===== src/rtl/dshot_rx.sv =====
`default_nettype none
// ============================================================================
// Module   : dshot_rx
// Brief    : DShot frame decoder (pulse-width bit slicer, 16-bit frame, CRC).
//            Define DSHOT_RX_BIDIR_EN for inverted-line bidirectional DShot.
// Revision : 1.0 - initial release
// ============================================================================
module dshot_rx #(
  parameter int BASE_FREQ  = 16_000_000,
  parameter int DSHOT_RATE = 600
) (
  input  logic        clk,
  input  logic        rst_n,
  input  logic        dshot_in,
  output logic [10:0] throttle,
  output logic        telem_req,
  output logic        frame_valid,
  output logic        crc_err,
  output logic        frame_err
);

  localparam int BIT_CLKS  = BASE_FREQ / (DSHOT_RATE * 1000);
  localparam int THRESH    = BIT_CLKS * 9 / 16;
  localparam int MIN_PULSE = BIT_CLKS / 8;
  localparam int GAP_CLKS  = 2 * BIT_CLKS;

  localparam logic [7:0] c_bit_clks  = 8'(BIT_CLKS);
  localparam logic [7:0] c_thresh    = 8'(THRESH);
  localparam logic [7:0] c_min_pulse = 8'(MIN_PULSE);
  localparam logic [7:0] c_gap_clks  = 8'(GAP_CLKS);

`ifdef DSHOT_RX_BIDIR_EN
  localparam logic c_line_idle = 1'b1;
`else
  localparam logic c_line_idle = 1'b0;
`endif

  typedef enum logic [2:0] {
    ST_IDLE   = 3'd0,
    ST_HIGH   = 3'd1,
    ST_LOW    = 3'd2,
    ST_CHECK  = 3'd3,
    ST_WAITLO = 3'd4
  } state_t;

  state_t       r_state, w_state_n;
  logic [1:0]   r_sync;
  logic         r_s_prev;
  logic [7:0]   r_hi_cnt, w_hi_cnt_n;
  logic [7:0]   r_lo_cnt, w_lo_cnt_n;
  logic [4:0]   r_bit_cnt, w_bit_cnt_n;
  logic [15:0]  r_sr, w_sr_n;
  logic [10:0]  w_throttle_n;
  logic         w_telem_n;
  logic         w_fv_n, w_ce_n, w_fe_n;
  logic         w_s, w_rise, w_fall;
  logic [11:0]  w_v;
  logic [3:0]   w_crc, w_crc_exp;

  function automatic logic [7:0] sat_inc(input logic [7:0] x);
    return (x == 8'hFF) ? x : x + 8'd1;
  endfunction

  always_ff @(posedge clk or negedge rst_n) begin
    if (!rst_n) begin
      r_sync   <= {2{c_line_idle}};
      r_s_prev <= 1'b0;
    end else begin
      r_sync   <= {r_sync[0], dshot_in};
      r_s_prev <= w_s;
    end
  end

`ifdef DSHOT_RX_BIDIR_EN
  assign w_s = ~r_sync[1];
`else
  assign w_s = r_sync[1];
`endif

  assign w_rise = w_s & ~r_s_prev;
  assign w_fall = ~w_s & r_s_prev;

  assign w_v   = r_sr[15:4];
  assign w_crc = w_v[3:0] ^ w_v[7:4] ^ w_v[11:8];
`ifdef DSHOT_RX_BIDIR_EN
  assign w_crc_exp = ~w_crc;
`else
  assign w_crc_exp = w_crc;
`endif

  always_ff @(posedge clk or negedge rst_n) begin
    if (!rst_n) begin
      r_state     <= ST_IDLE;
      r_hi_cnt    <= 8'd0;
      r_lo_cnt    <= 8'd0;
      r_bit_cnt   <= 5'd0;
      r_sr        <= 16'd0;
      throttle    <= 11'd0;
      telem_req   <= 1'b0;
      frame_valid <= 1'b0;
      crc_err     <= 1'b0;
      frame_err   <= 1'b0;
    end else begin
      r_state     <= w_state_n;
      r_hi_cnt    <= w_hi_cnt_n;
      r_lo_cnt    <= w_lo_cnt_n;
      r_bit_cnt   <= w_bit_cnt_n;
      r_sr        <= w_sr_n;
      throttle    <= w_throttle_n;
      telem_req   <= w_telem_n;
      frame_valid <= w_fv_n;
      crc_err     <= w_ce_n;
      frame_err   <= w_fe_n;
    end
  end

  always_comb begin
    w_state_n    = r_state;
    w_hi_cnt_n   = r_hi_cnt;
    w_lo_cnt_n   = r_lo_cnt;
    w_bit_cnt_n  = r_bit_cnt;
    w_sr_n       = r_sr;
    w_throttle_n = throttle;
    w_telem_n    = telem_req;
    w_fv_n       = 1'b0;
    w_ce_n       = 1'b0;
    w_fe_n       = 1'b0;
    case (r_state)
      ST_IDLE: begin
        if (w_rise) begin
          w_state_n   = ST_HIGH;
          w_hi_cnt_n  = 8'd1;
          w_bit_cnt_n = 5'd0;
        end
      end
      ST_HIGH: begin
        w_hi_cnt_n = sat_inc(r_hi_cnt);
        // Stuck-high takes priority over a coincident falling edge.
        if (r_hi_cnt > c_bit_clks) begin
          w_fe_n    = 1'b1;
          w_state_n = ST_WAITLO;
        end else if (w_fall) begin
          if (r_hi_cnt < c_min_pulse) begin
            w_fe_n    = 1'b1;
            w_state_n = ST_IDLE;
          end else begin
            w_sr_n      = {r_sr[14:0], (r_hi_cnt >= c_thresh)};
            w_bit_cnt_n = r_bit_cnt + 5'd1;
            if (r_bit_cnt == 5'd15) begin
              w_state_n = ST_CHECK;
            end else begin
              w_state_n  = ST_LOW;
              w_lo_cnt_n = 8'd1;
            end
          end
        end
      end
      ST_LOW: begin
        w_lo_cnt_n = sat_inc(r_lo_cnt);
        if (w_rise) begin
          w_state_n  = ST_HIGH;
          w_hi_cnt_n = 8'd1;
        end else if (r_lo_cnt >= c_gap_clks) begin
          w_fe_n    = 1'b1;
          w_state_n = ST_IDLE;
        end
      end
      ST_CHECK: begin
        if (w_crc_exp == r_sr[3:0]) begin
          w_throttle_n = r_sr[15:5];
          w_telem_n    = r_sr[4];
          w_fv_n       = 1'b1;
        end else begin
          w_ce_n = 1'b1;
        end
        w_state_n = ST_IDLE;
      end
      ST_WAITLO: begin
        if (!w_s) w_state_n = ST_IDLE;
      end
      default: w_state_n = ST_IDLE;
    endcase
  end

endmodule
`default_nettype wire

===== config.mk =====
export PLATFORM = sky130hd
export DESIGN_NAME = dshot_rx
export DESIGN_NICKNAME = d
export VERILOG_FILES = /design/src/rtl/dshot_rx.sv
export SDC_FILE = /design/constraint.sdc
export NUM_CORES = 1
export LEC_CHECK = 0
export ABC_AREA = 1
export CAP_MARGIN = 20
export CORE_UTILIZATION = 64
export CTS_CLUSTER_SIZE = 10
export DETAILED_ROUTE_END_ITERATION = 7
export GPL_TIMING_DRIVEN = 0
export PLACE_DENSITY = 0.93
export RECOVER_POWER = 100
export SLEW_MARGIN = 20
export SYNTH_ARGS = -nofsm -noshare
export SYNTH_HDL_FRONTEND = slang
export SYNTH_SLANG_ARGS = --single-unit

===== constraint.sdc =====
create_clock -name clk -period 4.58 [get_ports clk]
set_clock_uncertainty 0.1 [all_clocks]
set_input_delay 1.145 -clock clk [delete_from_list [all_inputs] [get_ports clk]]
set_output_delay 1.145 -clock clk [all_outputs]
set_load 0.03 [all_outputs]

# Yosys cells after proc, flatten, opt, wreduce, memory -nomap -nowiden
# Index checks and enable logic that the tools add are counted.
[op_classes]
reduce_logical = 11
n_div = 0
n_mul = 0
n_eq_ne = 19
n_mux = 33
addsub = 3
order_cmp = 4
bitwise = 8
n_shift = 0
[op_table]
columns = ["op", "n"]
rows = [
  ["$mux W8", 7],
  ["$pmux W8 S2", 2],
  ["$mux W5", 4],
  ["$mux W3", 6],
  ["$add A8 B1 Y8 const B", 2],
  ["$eq A8 B8 Y1 const B", 2],
  ["$ne A2 B2 Y1 const B", 8],
  ["$pmux W3 S4", 1],
  ["$mux W1", 10],
  ["$pmux W5 S2", 1],
  ["$ge A8 B4 Y1 const B", 1],
  ["$ge A8 B6 Y1 const B", 1],
  ["$gt A8 B5 Y1 const B", 1],
  ["$lt A8 B2 Y1 const B", 1],
  ["$reduce_and A4 Y1", 2],
  ["$xor A4 B4 Y4", 2],
  ["$eq A3 B2 Y1 const B", 2],
  ["$ne A3 B3 Y1 const B", 2],
  ["$reduce_and A6 Y1", 1],
  ["$reduce_bool A2 Y1", 3],
  ["$add A5 B1 Y5 const B", 1],
  ["$eq A5 B4 Y1 const B", 1],
  ["$reduce_and A5 Y1", 1],
  ["$eq A4 B4 Y1", 1],
  ["11 further kinds", 15],
]
[totals]
register_bits = 58
romBits = 0
mem_bits_rw = 0
n_memories = 0
latchBits = 0
in_bits = 3

# Depth between registers and ports, before layout
[logic_depth]
word_depth = 6
ltp_mapped = 11
depth_no_buf = 11

# Worst setup path before layout
# OpenSTA, ideal clock, no wires.
[synth_path]
path_type = "register to output"
from = "register telem_req"
to = "output port telem_req"
stages_incl_launch_ff = 1
setup_slack_ns = 2.853
path_buffers = 0
arrival_ns = 0.482
required_time_ns = 3.335
path_cell_list = "dfrtp_1"
[synth_lines]
columns = ["element", "line", "rtl"]
rows = [
  ["start: declaration", "16", "output logic telem_req,"],
  ["start signal: assignment", "110", "telem_req <= w_telem_n;"],
]
# No word-level cell between the ends.

# Final worst setup path
[layout_path]
from = "register r_state[0]"
to = "register r_lo_cnt[1]"
[layout_between]
elab_chain_cells = 3
word_cells_on_any_way = 10
classes_between = "7 x eq/ne; 1 x mux; 2 x reduce/logical"
[layout_rtl]
columns = ["element", "line", "rtl"]
rows = [
  ["start: declaration", "46", "state_t r_state, w_state_n;"],
  ["start signal: assignment", "104", "r_state <= w_state_n;"],
  ["$eq A3 B2 Y1 or $eq A3 B1 Y1 (tied branches)", "128", "case (r_state)"],
  ["$ne A2 B2 Y1 (no source line) or $reduce_bool A2 Y1 (tied branches)", "-", ""],
  ["$reduce_and A6 Y1 (no source line)", "-", ""],
  ["end signal: assignment", "106", "r_lo_cnt <= w_lo_cnt_n;"],
  ["end: declaration", "50", "logic [7:0] r_lo_cnt, w_lo_cnt_n;"],
]
# Parallel ways exist; a longest one is shown, timed or not.
# A chain may end at the register's enable or synchronous reset.

==> reports/summary.txt <==
Status -> completed
Clk buf depth -> 2
Clk root buf -> clkbuf_8
Height of the die -> 72.6 um
Avg WL per Cell -> 13.0 um
Post-route cell area -> 3540 um^2
Max cap viols -> 0
Setup TNS Final -> 0 ps
Warnings, synthesis -> 0
Final WS setup -> 1760 ps
Share of cells above drive strength 1 -> 6.72%
Core area -> 4750 um^2
Reg2reg end -> r_lo_cnt[1]$_DFFE_PN0P_
Slew Viols, Final -> 0
Ports -> 18
CTS tree -> yes
WS Path Type -> register to register
DIE AREA -> 5280 um^2
Initial antenna violation count -> 0
Yosys top cell by area -> dfrtp_1
Vias in the first global route -> 2,672
Pre-CTS WS -> 2320 ps
PortBufs -> 17
Worst-path fanout max -> 9
P_leak -> 1.95 nW
Final WL -> 6.85 mm
Ranking of synthesized cells by area -> dfrtp_1, nand2_1, nand3_1
Die W -> 72.6 um
H-tree Lvls -> 3
CP startpoint kind -> register
Maximum vdd drop -> 0.243 mV
Pin count of the biggest net entering global routing -> 59
Hold-fix buffers, CTS -> 0
Hpwl dp -> 4.74 mm
Count of nets after finishing -> 466
PD cells -> 409 nW/um^2
First-pass GRT wire length -> 11.6 mm
Clk sink count -> 58
Detailed Route Iter0 Violations -> 237
RSZ-0062 raised after global routing -> no
Final period utilization -> 61.6%
P&R area growth vs syn -> 10.9%
Pwr Total -> 0.00145 W
CTS resizes -> 0
Mapped Nets -> 438
Commonest non-fill, non-tap cell in the layout -> nand2_1
RR Startpoint -> r_state[0]$_DFFE_PN0P_
Post-synthesis cell type count -> 34
Post-synthesis cell count -> 429
Crit path DAT -> 2950 ps
Final setup fails -> 0
Final hold violations -> 0
Antenna-violating nets left -> 0
Crit. Startpoint -> r_state[0]$_DFFE_PN0P_
Fin util -> 74.5%
Starting Density -> 67.2%
CTS buffer count -> 9
# DRC -> 0
Max_slew headroom -> 52.8%
ANT cells -> 0
Placed Area -> 3440 um^2
Most frequent cells in the layout -> nand2_1, dfrtp_1, inv_1
Slew @ Worst Pin -> 708 ps
Minimum clock period -> 2820 ps
Yosys top cell area share -> 45.5%
Post-Syn Area -> 3190 um^2
R2r setup slk -> 1760 ps
Via count -> 2,852
Post-DR vias/cell -> 5.40
Register area share after synthesis -> 45.5%
Total GRT Usage -> 29.0%
DRT Pass-1 Iters -> 5
#FFs+latches synth -> 58
Crit path required time -> 4710 ps
Total grt overflow -> 0
Class of the worst hold path -> register to register
Row cnt -> 25
Post-CTS setup buffer count -> 0
Placer Congestion -> 0.879
Worst setup EP type -> register
F_max -> 355 MHz
Mean post-synth cell area -> 7.44 um^2
Clock latency on the worst-skew pair -> 340 ps
Clk pin slew, worst setup/hold paths -> 70 ps
FF-to-FF path depth -> 10
Worst setup path endpoint -> r_lo_cnt[1]$_DFFE_PN0P_
-- metal layers --
| layer | wire length, um | share of wire (%) | global-route usage (%) |
|---|---|---|---|
| met5 | 0 | 0 | 0 |
| met4 | 222 | 3.2 | 13.3 |
| met3 | 373 | 5.4 | 6.91 |
| met2 | 3370 | 49 | 48.7 |
| met1 | 2880 | 42 | 35.5 |
-- flip-flops by register name (all words and copies together) (netlist names), 2 cells and up --
signal     cells
r_hi_cnt       8
r_lo_cnt       8
r_state        3
throttle      11
r_sync         2
r_sr          16
r_bit_cnt      5
-- critical path, stage by stage, from the launching register on --
cell        delay (ps)
dfrtp_1            470
nor2_1             550
nand2_1            350
clkinvlp_2         260
nand2_1            110
nand2_2             60
inv_1               40
nor2_1             270
nand2_1            270
nand2_1            150
nand2_1             70
-- how the worst min path moves through the flow --
stage	start	cells after the start	endpoint	slack, ps
after floorplan	r_sync[0]$_DFF_PN0_	0	r_sync[1]$_DFF_PN0_	230
after global routing	r_sync[0]$_DFF_PN0_	0	r_sync[1]$_DFF_PN0_	280
after global placement	r_sync[0]$_DFF_PN0_	0	r_sync[1]$_DFF_PN0_	230
final	r_sync[0]$_DFF_PN0_	0	r_sync[1]$_DFF_PN0_	260
after detailed placement	r_sync[0]$_DFF_PN0_	0	r_sync[1]$_DFF_PN0_	250
after CTS	r_sync[0]$_DFF_PN0_	0	r_sync[1]$_DFF_PN0_	270
-- cells by family (layout without fill, tap and decap cells) --
family	after synthesis	count (layout)	share of synthesized area (%)
and+or+nand+nor	270	270	37.3
DFF	58	58	45.5
buffers and inverters	57	89	7.13
AOI/OAI and AO/OA	27	27	4.78
xor gates and xnor gates	11	11	3.02
adders and majority gates	6	6	2.35
-- power by group --
| group | switching [W] | internal, W |
|---|---|---|
| combinational | 0.000325 | 0.000122 |
| sequential | 0.0000460 | 0.000556 |
| clock | 0.000209 | 0.000189 |
| total | 0.000581 | 0.000866 |
-- synthesized netlist by cell type (all sizes together) --
| cell type | instances |
|---|---|
| xnor2 | 4 |
| nor3 | 4 |
| xor2 | 7 |
| nand2 | 168 |
| buf | 7 |
| a22oi | 1 |
| nand3 | 44 |
| o21ai | 20 |
| or2 | 1 |
| a21boi | 1 |
| nor2 | 43 |
| nand4 | 9 |
| a21oi | 2 |
| o211ai | 1 |
| ha | 6 |
| clkbuf | 1 |
| o21bai | 1 |
| o31ai | 1 |
| inv | 49 |
| nor3b | 1 |
| dfrtp | 58 |
-- metrics by stage --
stage,hold slack [ps],std cells
floorplan,231,429
global placement,232,513
detailed placement,252,513
CTS,268,528
global route,278,528
finish,262,528
-- final cells by class --
| cell class | count | area, um^2 |
|---|---|---|
| well taps | 67 | 83.8 |
| repair buffers | 17 | 168 |
| inverters | 49 | 185 |
| flip-flops and latches | 58 | 1450 |
| clock inverters | 6 | 35.0 |
| plain buffers | 8 | 33.8 |
| clock buffers | 9 | 124 |
| fillers | 367 | 1210 |
| multi-input cells | 314 | 1460 |
(Power assumes the default switching activity.)
